[config.mk]
export PLATFORM = sky130hd
export DESIGN_NAME = decode_stage_pipe_flat
export DESIGN_NICKNAME = d
export VERILOG_FILES = /design/src/rtl/decode_pkg.sv /design/src/rtl/decode_stage_pipe_if.sv /design/src/rtl/regfile_bypass.sv /design/src/rtl/decode_stage_pipe.sv /design/src/flat_wrapper.sv
export SDC_FILE = /design/constraint.sdc
export NUM_CORES = 2
export LEC_CHECK = 0
export BUFFER_PORTS_ARGS = -buffer_cell sky130_fd_sc_hd__buf_2
export CORE_MARGIN = 5
export CORE_UTILIZATION = 62
export CTS_CLUSTER_SIZE = 12
export DETAILED_ROUTE_END_ITERATION = 10
export GPL_TIMING_DRIVEN = 0
export PLACE_DENSITY = 0.88
export SLEW_MARGIN = 20
export SYNTH_ARGS = -nofsm -noshare
export SYNTH_HDL_FRONTEND = slang
export SYNTH_HIERARCHICAL = 1
export SYNTH_SLANG_ARGS = --single-unit
[constraint.sdc]
create_clock -name clk -period 40.6 [get_ports clk]
set_clock_uncertainty 0.2 [all_clocks]
set_input_delay 8.12 -clock clk [delete_from_list [all_inputs] [get_ports clk]]
set_output_delay 8.12 -clock clk [all_outputs]
set_load 0.01 [all_outputs]
[src/rtl/decode_pkg.sv]
// decode_pkg: shared encodings plus the combinational control decoder and immediate extender
package decode_pkg;
    localparam logic [1:0] RS_ALU = 2'b00, RS_MEM = 2'b01, RS_PC4 = 2'b10;
    localparam logic [2:0] IMM_I = 3'd0, IMM_S = 3'd1, IMM_B = 3'd2, IMM_J = 3'd3, IMM_U = 3'd4;
    localparam logic [2:0] ALU_ADD = 3'd0, ALU_SUB = 3'd1, ALU_AND = 3'd2, ALU_OR = 3'd3;
    localparam logic [2:0] ALU_XOR = 3'd4, ALU_SLT = 3'd5, ALU_SLL = 3'd6, ALU_SRL = 3'd7;
    localparam logic [6:0] OP_R = 7'b0110011, OP_I = 7'b0010011, OP_LOAD = 7'b0000011;
    localparam logic [6:0] OP_STORE = 7'b0100011, OP_BRANCH = 7'b1100011, OP_JAL = 7'b1101111;
    localparam logic [6:0] OP_JALR = 7'b1100111, OP_LUI = 7'b0110111, OP_AUIPC = 7'b0010111;

    typedef struct packed {
        logic       reg_write;
        logic [1:0] result_src;
        logic       mem_write;
        logic       branch;
        logic       jump;
        logic [2:0] alu_ctrl;
        logic       alu_src;
        logic [2:0] imm_src;
    } ctrl_t;

    function automatic logic [2:0] alu_op(input logic [2:0] f3, input logic sub);
        case (f3)
            3'd0:    return sub ? ALU_SUB : ALU_ADD;
            3'd1:    return ALU_SLL;
            3'd2,
            3'd3:    return ALU_SLT;
            3'd4:    return ALU_XOR;
            3'd5:    return ALU_SRL;
            3'd6:    return ALU_OR;
            default: return ALU_AND;
        endcase
    endfunction

    // Unsupported opcodes fall to all-zero controls, which also selects the I-format immediate
    function automatic ctrl_t decode(input logic [31:0] i);
        case (i[6:0])
            OP_R:      return '{1'b1, RS_ALU, 1'b0, 1'b0, 1'b0, alu_op(i[14:12], i[30]), 1'b0, IMM_I};
            OP_I:      return '{1'b1, RS_ALU, 1'b0, 1'b0, 1'b0, alu_op(i[14:12], 1'b0), 1'b1, IMM_I};
            OP_LOAD:   return '{1'b1, RS_MEM, 1'b0, 1'b0, 1'b0, ALU_ADD, 1'b1, IMM_I};
            OP_STORE:  return '{1'b0, RS_ALU, 1'b1, 1'b0, 1'b0, ALU_ADD, 1'b1, IMM_S};
            OP_BRANCH: return '{1'b0, RS_ALU, 1'b0, 1'b1, 1'b0, ALU_SUB, 1'b0, IMM_B};
            OP_JAL:    return '{1'b1, RS_PC4, 1'b0, 1'b0, 1'b1, ALU_ADD, 1'b0, IMM_J};
            OP_JALR:   return '{1'b1, RS_PC4, 1'b0, 1'b0, 1'b1, ALU_ADD, 1'b1, IMM_I};
            OP_LUI,
            OP_AUIPC:  return '{1'b1, RS_ALU, 1'b0, 1'b0, 1'b0, ALU_ADD, 1'b1, IMM_U};
            default:   return '0;
        endcase
    endfunction

    function automatic logic [31:0] imm_ext(input logic [31:0] i, input logic [2:0] src);
        return src == IMM_S ? {{20{i[31]}}, i[31:25], i[11:7]} :
               src == IMM_B ? {{20{i[31]}}, i[7], i[30:25], i[11:8], 1'b0} :
               src == IMM_J ? {{12{i[31]}}, i[19:12], i[20], i[30:21], 1'b0} :
               src == IMM_U ? {i[31:12], 12'b0} : {{20{i[31]}}, i[31:20]};
    endfunction
endpackage

[src/rtl/decode_stage_pipe_if.sv]
// decode_stage_pipe_if: decode-side inputs and execute-side outputs of the decode stage
interface decode_stage_pipe_if #(parameter int XLEN = 32, parameter int NREG = 32);
    localparam int AW = $clog2(NREG);
    logic [31:0]     InstrD;
    logic            ValidD;
    logic [XLEN-1:0] PCD, PCPlus4D;
    logic            RegWriteW;
    logic [AW-1:0]   RD_W;
    logic [XLEN-1:0] ResultW;
    logic            StallE, FlushE;
    logic            RegWriteE, MemWriteE, ALUSrcE, BranchE, JumpE;
    logic [1:0]      ResultSrcE;
    logic [2:0]      ALUControlE;
    logic [XLEN-1:0] RD1_E, RD2_E, Imm_Ext_E, PCE, PCPlus4E;
    logic [AW-1:0]   RD_E, RS1_E, RS2_E;
    logic            ValidE, LoadUseStallD;

    modport master (
        output InstrD, ValidD, PCD, PCPlus4D, RegWriteW, RD_W, ResultW, StallE, FlushE,
        input  RegWriteE, MemWriteE, ALUSrcE, BranchE, JumpE, ResultSrcE, ALUControlE,
               RD1_E, RD2_E, Imm_Ext_E, PCE, PCPlus4E, RD_E, RS1_E, RS2_E, ValidE, LoadUseStallD
    );
    modport slave (
        input  InstrD, ValidD, PCD, PCPlus4D, RegWriteW, RD_W, ResultW, StallE, FlushE,
        output RegWriteE, MemWriteE, ALUSrcE, BranchE, JumpE, ResultSrcE, ALUControlE,
               RD1_E, RD2_E, Imm_Ext_E, PCE, PCPlus4E, RD_E, RS1_E, RS2_E, ValidE, LoadUseStallD
    );
endinterface

[src/rtl/regfile_bypass.sv]
// regfile_bypass: NREG x XLEN register file, x0 fixed at zero, optional write-through to both read ports
module regfile_bypass #(
    parameter int XLEN = 32,
    parameter int NREG = 32,
    parameter int BYPASS = 1,
    localparam int AW = $clog2(NREG)
) (
    input  logic            clk,
    input  logic            rst,
    input  logic [AW-1:0]   ra1,
    input  logic [AW-1:0]   ra2,
    input  logic            we,
    input  logic [AW-1:0]   wa,
    input  logic [XLEN-1:0] wd,
    output logic [XLEN-1:0] rd1,
    output logic [XLEN-1:0] rd2
);
    logic [XLEN-1:0] rf [NREG];
    logic wr;

    assign wr = we && wa != '0;

    always_ff @(posedge clk or posedge rst)
        if (rst) rf <= '{default: '0};
        else if (wr) rf[wa] <= wd;

    assign rd1 = (BYPASS != 0 && wr && wa == ra1) ? wd : rf[ra1];
    assign rd2 = (BYPASS != 0 && wr && wa == ra2) ? wd : rf[ra2];
endmodule

[src/rtl/decode_stage_pipe.sv]
// decode_stage_pipe: register read, control/immediate decode, ID/EX register and load-use detection
module decode_stage_pipe import decode_pkg::*; #(
    parameter int XLEN = 32,
    parameter int NREG = 32,
    parameter int BYPASS = 1
) (
    input logic                clk,
    input logic                rst,
    decode_stage_pipe_if.slave bus
);
    localparam int AW = $clog2(NREG);
    localparam int W = 11 + 5 * XLEN + 3 * AW;

    logic [AW-1:0]   rs1, rs2, rd;
    logic [XLEN-1:0] rd1, rd2, imm;
    logic [W-1:0]    e_d, e_q;
    logic            v;
    ctrl_t           c;

    assign rs1 = bus.InstrD[15 +: AW];
    assign rs2 = bus.InstrD[20 +: AW];
    assign rd  = bus.InstrD[7 +: AW];
    assign v   = bus.ValidD;
    assign c   = decode(bus.InstrD);
    assign imm = XLEN'($signed(imm_ext(bus.InstrD, c.imm_src)));

    regfile_bypass #(.XLEN(XLEN), .NREG(NREG), .BYPASS(BYPASS)) u_rf (
        .clk(clk), .rst(rst), .ra1(rs1), .ra2(rs2),
        .we(bus.RegWriteW), .wa(bus.RD_W), .wd(bus.ResultW), .rd1(rd1), .rd2(rd2)
    );

    // Whole ID/EX slot as one vector so flush, stall and load act on every field alike
    assign e_d = {c.reg_write & v, c.result_src, c.mem_write & v, c.branch & v, c.jump & v,
                  c.alu_ctrl, c.alu_src, rd1, rd2, imm, bus.PCD, bus.PCPlus4D, rd, rs1, rs2, v};

    always_ff @(posedge clk or posedge rst)
        if (rst) e_q <= '0;
        else if (bus.FlushE) e_q <= '0;
        else if (!bus.StallE) e_q <= e_d;

    assign {bus.RegWriteE, bus.ResultSrcE, bus.MemWriteE, bus.BranchE, bus.JumpE, bus.ALUControlE,
            bus.ALUSrcE, bus.RD1_E, bus.RD2_E, bus.Imm_Ext_E, bus.PCE, bus.PCPlus4E,
            bus.RD_E, bus.RS1_E, bus.RS2_E, bus.ValidE} = e_q;

    assign bus.LoadUseStallD = bus.ValidE && bus.ResultSrcE == RS_MEM && bus.RD_E != '0 &&
                               (bus.RD_E == rs1 || bus.RD_E == rs2) && bus.ValidD;
endmodule

[src/flat_wrapper.sv]
// flat-port wrapper written by rule: the top's interface ports become plain ports
module decode_stage_pipe_flat import decode_pkg::*;
#(
    parameter int XLEN = 32,
    parameter int NREG = 32,
    parameter int BYPASS = 1
)
  (clk, rst, bus_InstrD, bus_ValidD, bus_PCD, bus_PCPlus4D, bus_RegWriteW, bus_RD_W, bus_ResultW, bus_StallE, bus_FlushE, bus_RegWriteE, bus_MemWriteE, bus_ALUSrcE, bus_BranchE, bus_JumpE, bus_ResultSrcE, bus_ALUControlE, bus_RD1_E, bus_RD2_E, bus_Imm_Ext_E, bus_PCE, bus_PCPlus4E, bus_RD_E, bus_RS1_E, bus_RS2_E, bus_ValidE, bus_LoadUseStallD);
  decode_stage_pipe_if #(.XLEN(XLEN), .NREG(NREG)) bus_i ();
  input logic clk;
  input logic rst;
  input wire logic [$bits(bus_i.InstrD)-1:0] bus_InstrD;
  input wire logic [$bits(bus_i.ValidD)-1:0] bus_ValidD;
  input wire logic [$bits(bus_i.PCD)-1:0] bus_PCD;
  input wire logic [$bits(bus_i.PCPlus4D)-1:0] bus_PCPlus4D;
  input wire logic [$bits(bus_i.RegWriteW)-1:0] bus_RegWriteW;
  input wire logic [$bits(bus_i.RD_W)-1:0] bus_RD_W;
  input wire logic [$bits(bus_i.ResultW)-1:0] bus_ResultW;
  input wire logic [$bits(bus_i.StallE)-1:0] bus_StallE;
  input wire logic [$bits(bus_i.FlushE)-1:0] bus_FlushE;
  output wire logic [$bits(bus_i.RegWriteE)-1:0] bus_RegWriteE;
  output wire logic [$bits(bus_i.MemWriteE)-1:0] bus_MemWriteE;
  output wire logic [$bits(bus_i.ALUSrcE)-1:0] bus_ALUSrcE;
  output wire logic [$bits(bus_i.BranchE)-1:0] bus_BranchE;
  output wire logic [$bits(bus_i.JumpE)-1:0] bus_JumpE;
  output wire logic [$bits(bus_i.ResultSrcE)-1:0] bus_ResultSrcE;
  output wire logic [$bits(bus_i.ALUControlE)-1:0] bus_ALUControlE;
  output wire logic [$bits(bus_i.RD1_E)-1:0] bus_RD1_E;
  output wire logic [$bits(bus_i.RD2_E)-1:0] bus_RD2_E;
  output wire logic [$bits(bus_i.Imm_Ext_E)-1:0] bus_Imm_Ext_E;
  output wire logic [$bits(bus_i.PCE)-1:0] bus_PCE;
  output wire logic [$bits(bus_i.PCPlus4E)-1:0] bus_PCPlus4E;
  output wire logic [$bits(bus_i.RD_E)-1:0] bus_RD_E;
  output wire logic [$bits(bus_i.RS1_E)-1:0] bus_RS1_E;
  output wire logic [$bits(bus_i.RS2_E)-1:0] bus_RS2_E;
  output wire logic [$bits(bus_i.ValidE)-1:0] bus_ValidE;
  output wire logic [$bits(bus_i.LoadUseStallD)-1:0] bus_LoadUseStallD;
  assign bus_i.InstrD = bus_InstrD;
  assign bus_i.ValidD = bus_ValidD;
  assign bus_i.PCD = bus_PCD;
  assign bus_i.PCPlus4D = bus_PCPlus4D;
  assign bus_i.RegWriteW = bus_RegWriteW;
  assign bus_i.RD_W = bus_RD_W;
  assign bus_i.ResultW = bus_ResultW;
  assign bus_i.StallE = bus_StallE;
  assign bus_i.FlushE = bus_FlushE;
  assign bus_RegWriteE = bus_i.RegWriteE;
  assign bus_MemWriteE = bus_i.MemWriteE;
  assign bus_ALUSrcE = bus_i.ALUSrcE;
  assign bus_BranchE = bus_i.BranchE;
  assign bus_JumpE = bus_i.JumpE;
  assign bus_ResultSrcE = bus_i.ResultSrcE;
  assign bus_ALUControlE = bus_i.ALUControlE;
  assign bus_RD1_E = bus_i.RD1_E;
  assign bus_RD2_E = bus_i.RD2_E;
  assign bus_Imm_Ext_E = bus_i.Imm_Ext_E;
  assign bus_PCE = bus_i.PCE;
  assign bus_PCPlus4E = bus_i.PCPlus4E;
  assign bus_RD_E = bus_i.RD_E;
  assign bus_RS1_E = bus_i.RS1_E;
  assign bus_RS2_E = bus_i.RS2_E;
  assign bus_ValidE = bus_i.ValidE;
  assign bus_LoadUseStallD = bus_i.LoadUseStallD;
  decode_stage_pipe #(.XLEN(XLEN), .NREG(NREG), .BYPASS(BYPASS)) u_core (.clk(clk), .rst(rst), .bus(bus_i));
endmodule
Word level (Yosys, flattened, before mapping) --
Cells that the tools add are included.
Word-level totals: word-level logic and storage cells 104, bits in registers 1210
Operators by class: reduce and logical (&&, ||, !) cells 14, multiplexer cells 21, eq/ne operators 25, $lt $le $gt $ge 4, bitwise operators 7
Operator list (count):
- bitwise mux 1024 bit | 1
- 2-to-1 mux 186 bit | 2
- binary-select mux 32 bit (select 5 bit) | 2
- 2-to-1 mux 32 bit | 7
- demux 32 bit (select 5 bit) | 1
- 2-to-1 mux 31 bit | 4
- one-hot mux 13 bit (8 select lines) | 1
- one-hot mux 3 bit (6 select lines) | 2
- equality test 7 x 6 -> 1 bit, second input constant | 3
- equality test 7 bit, second input constant | 3
- equality test 5 bit | 4
- >= comparator 6 bit, second input constant | 3
- NOT 5 -> 6 bit | 3
- equality test 7 x 5 -> 1 bit, second input constant | 2
- equality test 3 x 2 -> 1 bit, second input constant | 4
- equality test 3 bit, second input constant | 4
- nonzero test 5 bit | 2
- logical AND 1 bit | 8
- equality test 7 x 2 -> 1 bit, second input constant | 1
- equality test 3 x 1 -> 1 bit, second input constant | 2
- less-than comparator 6 x 1 -> 1 bit, second input constant | 1
- bitwise AND 1 bit | 4
- OR reduction 2 bit | 2
- logical NOT 3 bit | 1
- 4 further kinds | 4

Depth between registers and ports, before layout --
depth after elaboration 11, gate-level depth with buffers 10

Cells and area by module --
The synthesis kept the hierarchy.
By module, submodules not included:
- regfile_bypass | cells an instance 3435, instances 1, sequential area each 25624.6 um2, area an instance 53421.2 um2
- decode_stage_pipe | cells an instance 710, instances 1, sequential area each 4654.5 um2, area an instance 8097.8 um2

Least setup slack after synthesis --
Ideal clock, no wire load.
path type input port to output port, start in bus_InstrD[22], end out bus_LoadUseStallD, required time 32280 ps, path buffers 0, path slack 23336 ps, data arrival time 8944 ps, stages 4, cells stage by stage xor2_1 > nor3_1 > nand3_1 > a221oi_1
Between the ends: word-level cells in the longest chain between the ends 4
RTL lines:
- start: declaration | line flat_wrapper.sv:12 | input wire logic [$bits(bus_i.InstrD)-1:0] bus_InstrD;
- equality test 5 bit | line decode_stage_pipe.sv:46 | (bus.RD_E == rs1 || bus.RD_E == rs2) && bus.ValidD;
- logical OR 1 bit | line decode_stage_pipe.sv:46
- logical AND 1 bit | line decode_stage_pipe.sv:45 | assign bus.LoadUseStallD = bus.ValidE && bus.ResultSrcE == RS_MEM && bus.RD_E != '0 &&
- logical AND 1 bit | line decode_stage_pipe.sv:46
- end: declaration | line flat_wrapper.sv:37 | output wire logic [$bits(bus_i.LoadUseStallD)-1:0] bus_LoadUseStallD;
Every way passes these cells.

Worst setup path in the final report --
Ends and elaborated chain as after synthesis.

==> results.cfg <==
[yosys]
mappedNetlistNets = 4284
syn-mean-instance-area_um2 = 14.8
unique_masters_post_synth = 64
seq_area_frac_synth_pct = 49.2
synthesis.area_mm2 = 0.0615
yosysWarningCount = 6
synthesis.instances = 4145
synth.ff_latch_count = 1210
postSynth.topFlopCell = sky130_fd_sc_hd__dfrtp_1
synth_edf_count = 0
asyncSetResetFlopFracSynth_pct = 100

[die]
std_cell_rows = 115
initial_core_util_pct = 62.5
die_w_um = 325
die-area_mm2 = 0.106
core_area_mm2 = 0.0984
top_level_ports = 326
dieHeight_um = 325

[cts]
tritoncts_clock_tree = yes
cts-root-buf = sky130_fd_sc_hd__clkbuf_16
cts_num_sinks = 1210
clk-insertion-delay-late_ps = 760
cts-hold-fix-buffers = 0
htree_levels = 4
cts_made_buffers = 131
cts.clk_slew.worst_paths_ps = 60
cts.repair.resized = 0
clock_path_buffers = 3
cts_post_setup_buffers_inserted = 0

[detailed_routing]
first_drt_iteration_drcs = 8151
drt_wl_total_mm = 244
detailroute.via_count = 47300
number_of_search_and_repair_iterations_in_the_first_detailed_routing_pass = 8
drc = 0
detail-route-antenna-nets = 0
route.detailed.vias_per_inst = 7.87
avgRoutedWirePerCell_um = 40.6

[global_routing]
grt_pass1_vias = 47100
grt_antenna_before_repair = 30
grt_max_degree = 108
wire_length_of_the_first_global_routing_pass_mm = 342
grt_remaining_overflow = 0
grt_util_all_layers_pct = 45.5

[run]
cap_viol_max_count = 0

[power]
pwr_density_cell_mw_per_mm2 = 49.4
peakVddDrop_uv = 35.0
total_power_w = 0.00343
power.leakage_nw = 31.3

[critical_path]
startpoint_type = input pin
setup.worst_path.class = in2out
r2r-start = u_core/u_rf/rf[159]$_DFFE_PP0P_
critical_path.max_fanout = 9
worst_ep_arrival_time_ps = 9690
cp-end-kind = primary output
worstSetupStartpoint = bus_InstrD[22]
required_ps = 32280

[placement]
globalplace.congestion = 1.03
placed_area_mm2 = 0.0652
pre_cts_ws_ps = 22620
port-buffer-count = 320
post-dp-hpwl_mm = 162

[timing]
rsz_0062_raised_after_global_routing = false
worstMarginPinSlew_ps = 1380
hold_ws_ps = 278
slew-limit-headroom_pct = 7.69
final.min_clock_period_ps = 18010
fin_ws_ps = 22590
final_count_of_hold_timing_violations = 0
setup_viol_count_final = 0
fin_crit_sh_pct = 44.4
drv_slew = 0
max_freq_ghz = 0.0555

[final_layout]
area_growth_syn_to_layout_pct = 12.7
finish.net_count = 4753
layout-drive-gt1-share_pct = 49.7
finish.instance_area_mm2 = 0.0694

[worst_hold_path]
hold_path_class = reg2reg
hp-start = u_core/u_rf/rf[1002]$_DFFE_PP0P_

[outcome]
run_status = complete, no violations
[layout make-up]
class | instances | area [um^2]
fillers | 6287 | 29100
clock buffers | 192 | 3860
flip-flops and latches | 1210 | 30300
clock inverters | 27 | 235
repair buffers | 336 | 2000
diodes | 22 | 55.1
plain buffers | 462 | 2080
multi-input cells | 2464 | 29200
well taps | 1287 | 1610
inverters | 9 | 48.8
[sequential cells by signal, indices dropped and copies added, names as in the netlist]
register / cells
u_core/e_q: 186
u_core/u_rf/rf: 1024
[stage by stage]
step           utilization (%)  TNS [ps]  std cells
2_1_floorplan                -         0       4145
3_3_place_gp              65.8  -7008100       5752
3_5_place_dp              66.2         0       5767
4_1_cts                   70.4         0       5986
5_1_grt                   70.4         0       5990
6_report                  70.5         0       6009
[routing by layer]
layer | GRT usage, % | routed length (um) | vias up
met5 | 0 | 110 | -
met4 | 38.1 | 26900 | 10
met3 | 24.7 | 42400 | 1613
met2 | 62.0 | 99600 | 4966
met1 | 52.6 | 75100 | 23700
li1 | - | - | 16900
[critical path, stage by stage]
cell                       delay, ps
sky130_fd_sc_hd__buf_2           380
sky130_fd_sc_hd__xor2_1          130
sky130_fd_sc_hd__nor3_1          220
sky130_fd_sc_hd__nand3_1          90
sky130_fd_sc_hd__a221oi_1        520
sky130_fd_sc_hd__buf_2           240
[placed cells by master (no fill, tap or decap), drive strengths merged, types with 18 or more instances in the layout]
master,synthesis,routed
diode,0,22
nand2,56,56
nand3,23,23
a21oi,30,30
nor2,173,173
a211o,19,19
clkbuf,246,441
dfrtp,1210,1210
nor4,63,63
o22ai,249,249
o21ai,22,22
mux2i,147,147
mux2,1040,1040
buf,216,549
clkinv,0,18
mux4,511,511
[kinds of logic after synthesis]
family / share of synthesized area, %
mux: 40.1
flops: 49.2
buf+inv: 3.35
simple gates: 3.17
compound gates: 3.82
xor+xnor: 0.299
[cells in the mapped netlist, drive strengths merged (12+ instances only)]
cell	instances	area share, %
mux4	511	19
clkbuf	246	1.5
nand3b	12	0.15
nor2	173	1.1
buf	216	1.8
nand3	23	0.19
o22ai	249	2.5
a211o	19	0.27
nand2	56	0.34
nor3	14	0.14
a21oi	30	0.29
o21ai	22	0.18
mux2i	147	2.4
dfrtp	1210	49
nor4	63	0.67
mux2	1040	19
[power breakdown]
group          internal (W)  leakage, nW  switching, W  total (W)
sequential          0.00141         15.6      0.000162    0.00157
clock              0.000675         2.03      0.000495    0.00117
combinational      0.000376         13.6      0.000311   0.000687
[worst paths after layout]
path	end	slack, ps	depth (start not counted)
worst max-delay path	bus_LoadUseStallD	22590	6
worst min-delay path	u_core/u_rf/rf[1002]$_DFFE_PP0P_	280	1
worst max register to register	u_core/e_q[143]$_DFFE_PP0P_	38170	6
worst min register to register	u_core/u_rf/rf[1002]$_DFFE_PP0P_	280	1
max in group asynchronous	u_core/u_rf/rf[269]$_DFFE_PP0P_	31160	5
min in group asynchronous	u_core/u_rf/rf[125]$_DFFE_PP0P_	7250	2
(Power assumes the default switching activity.)
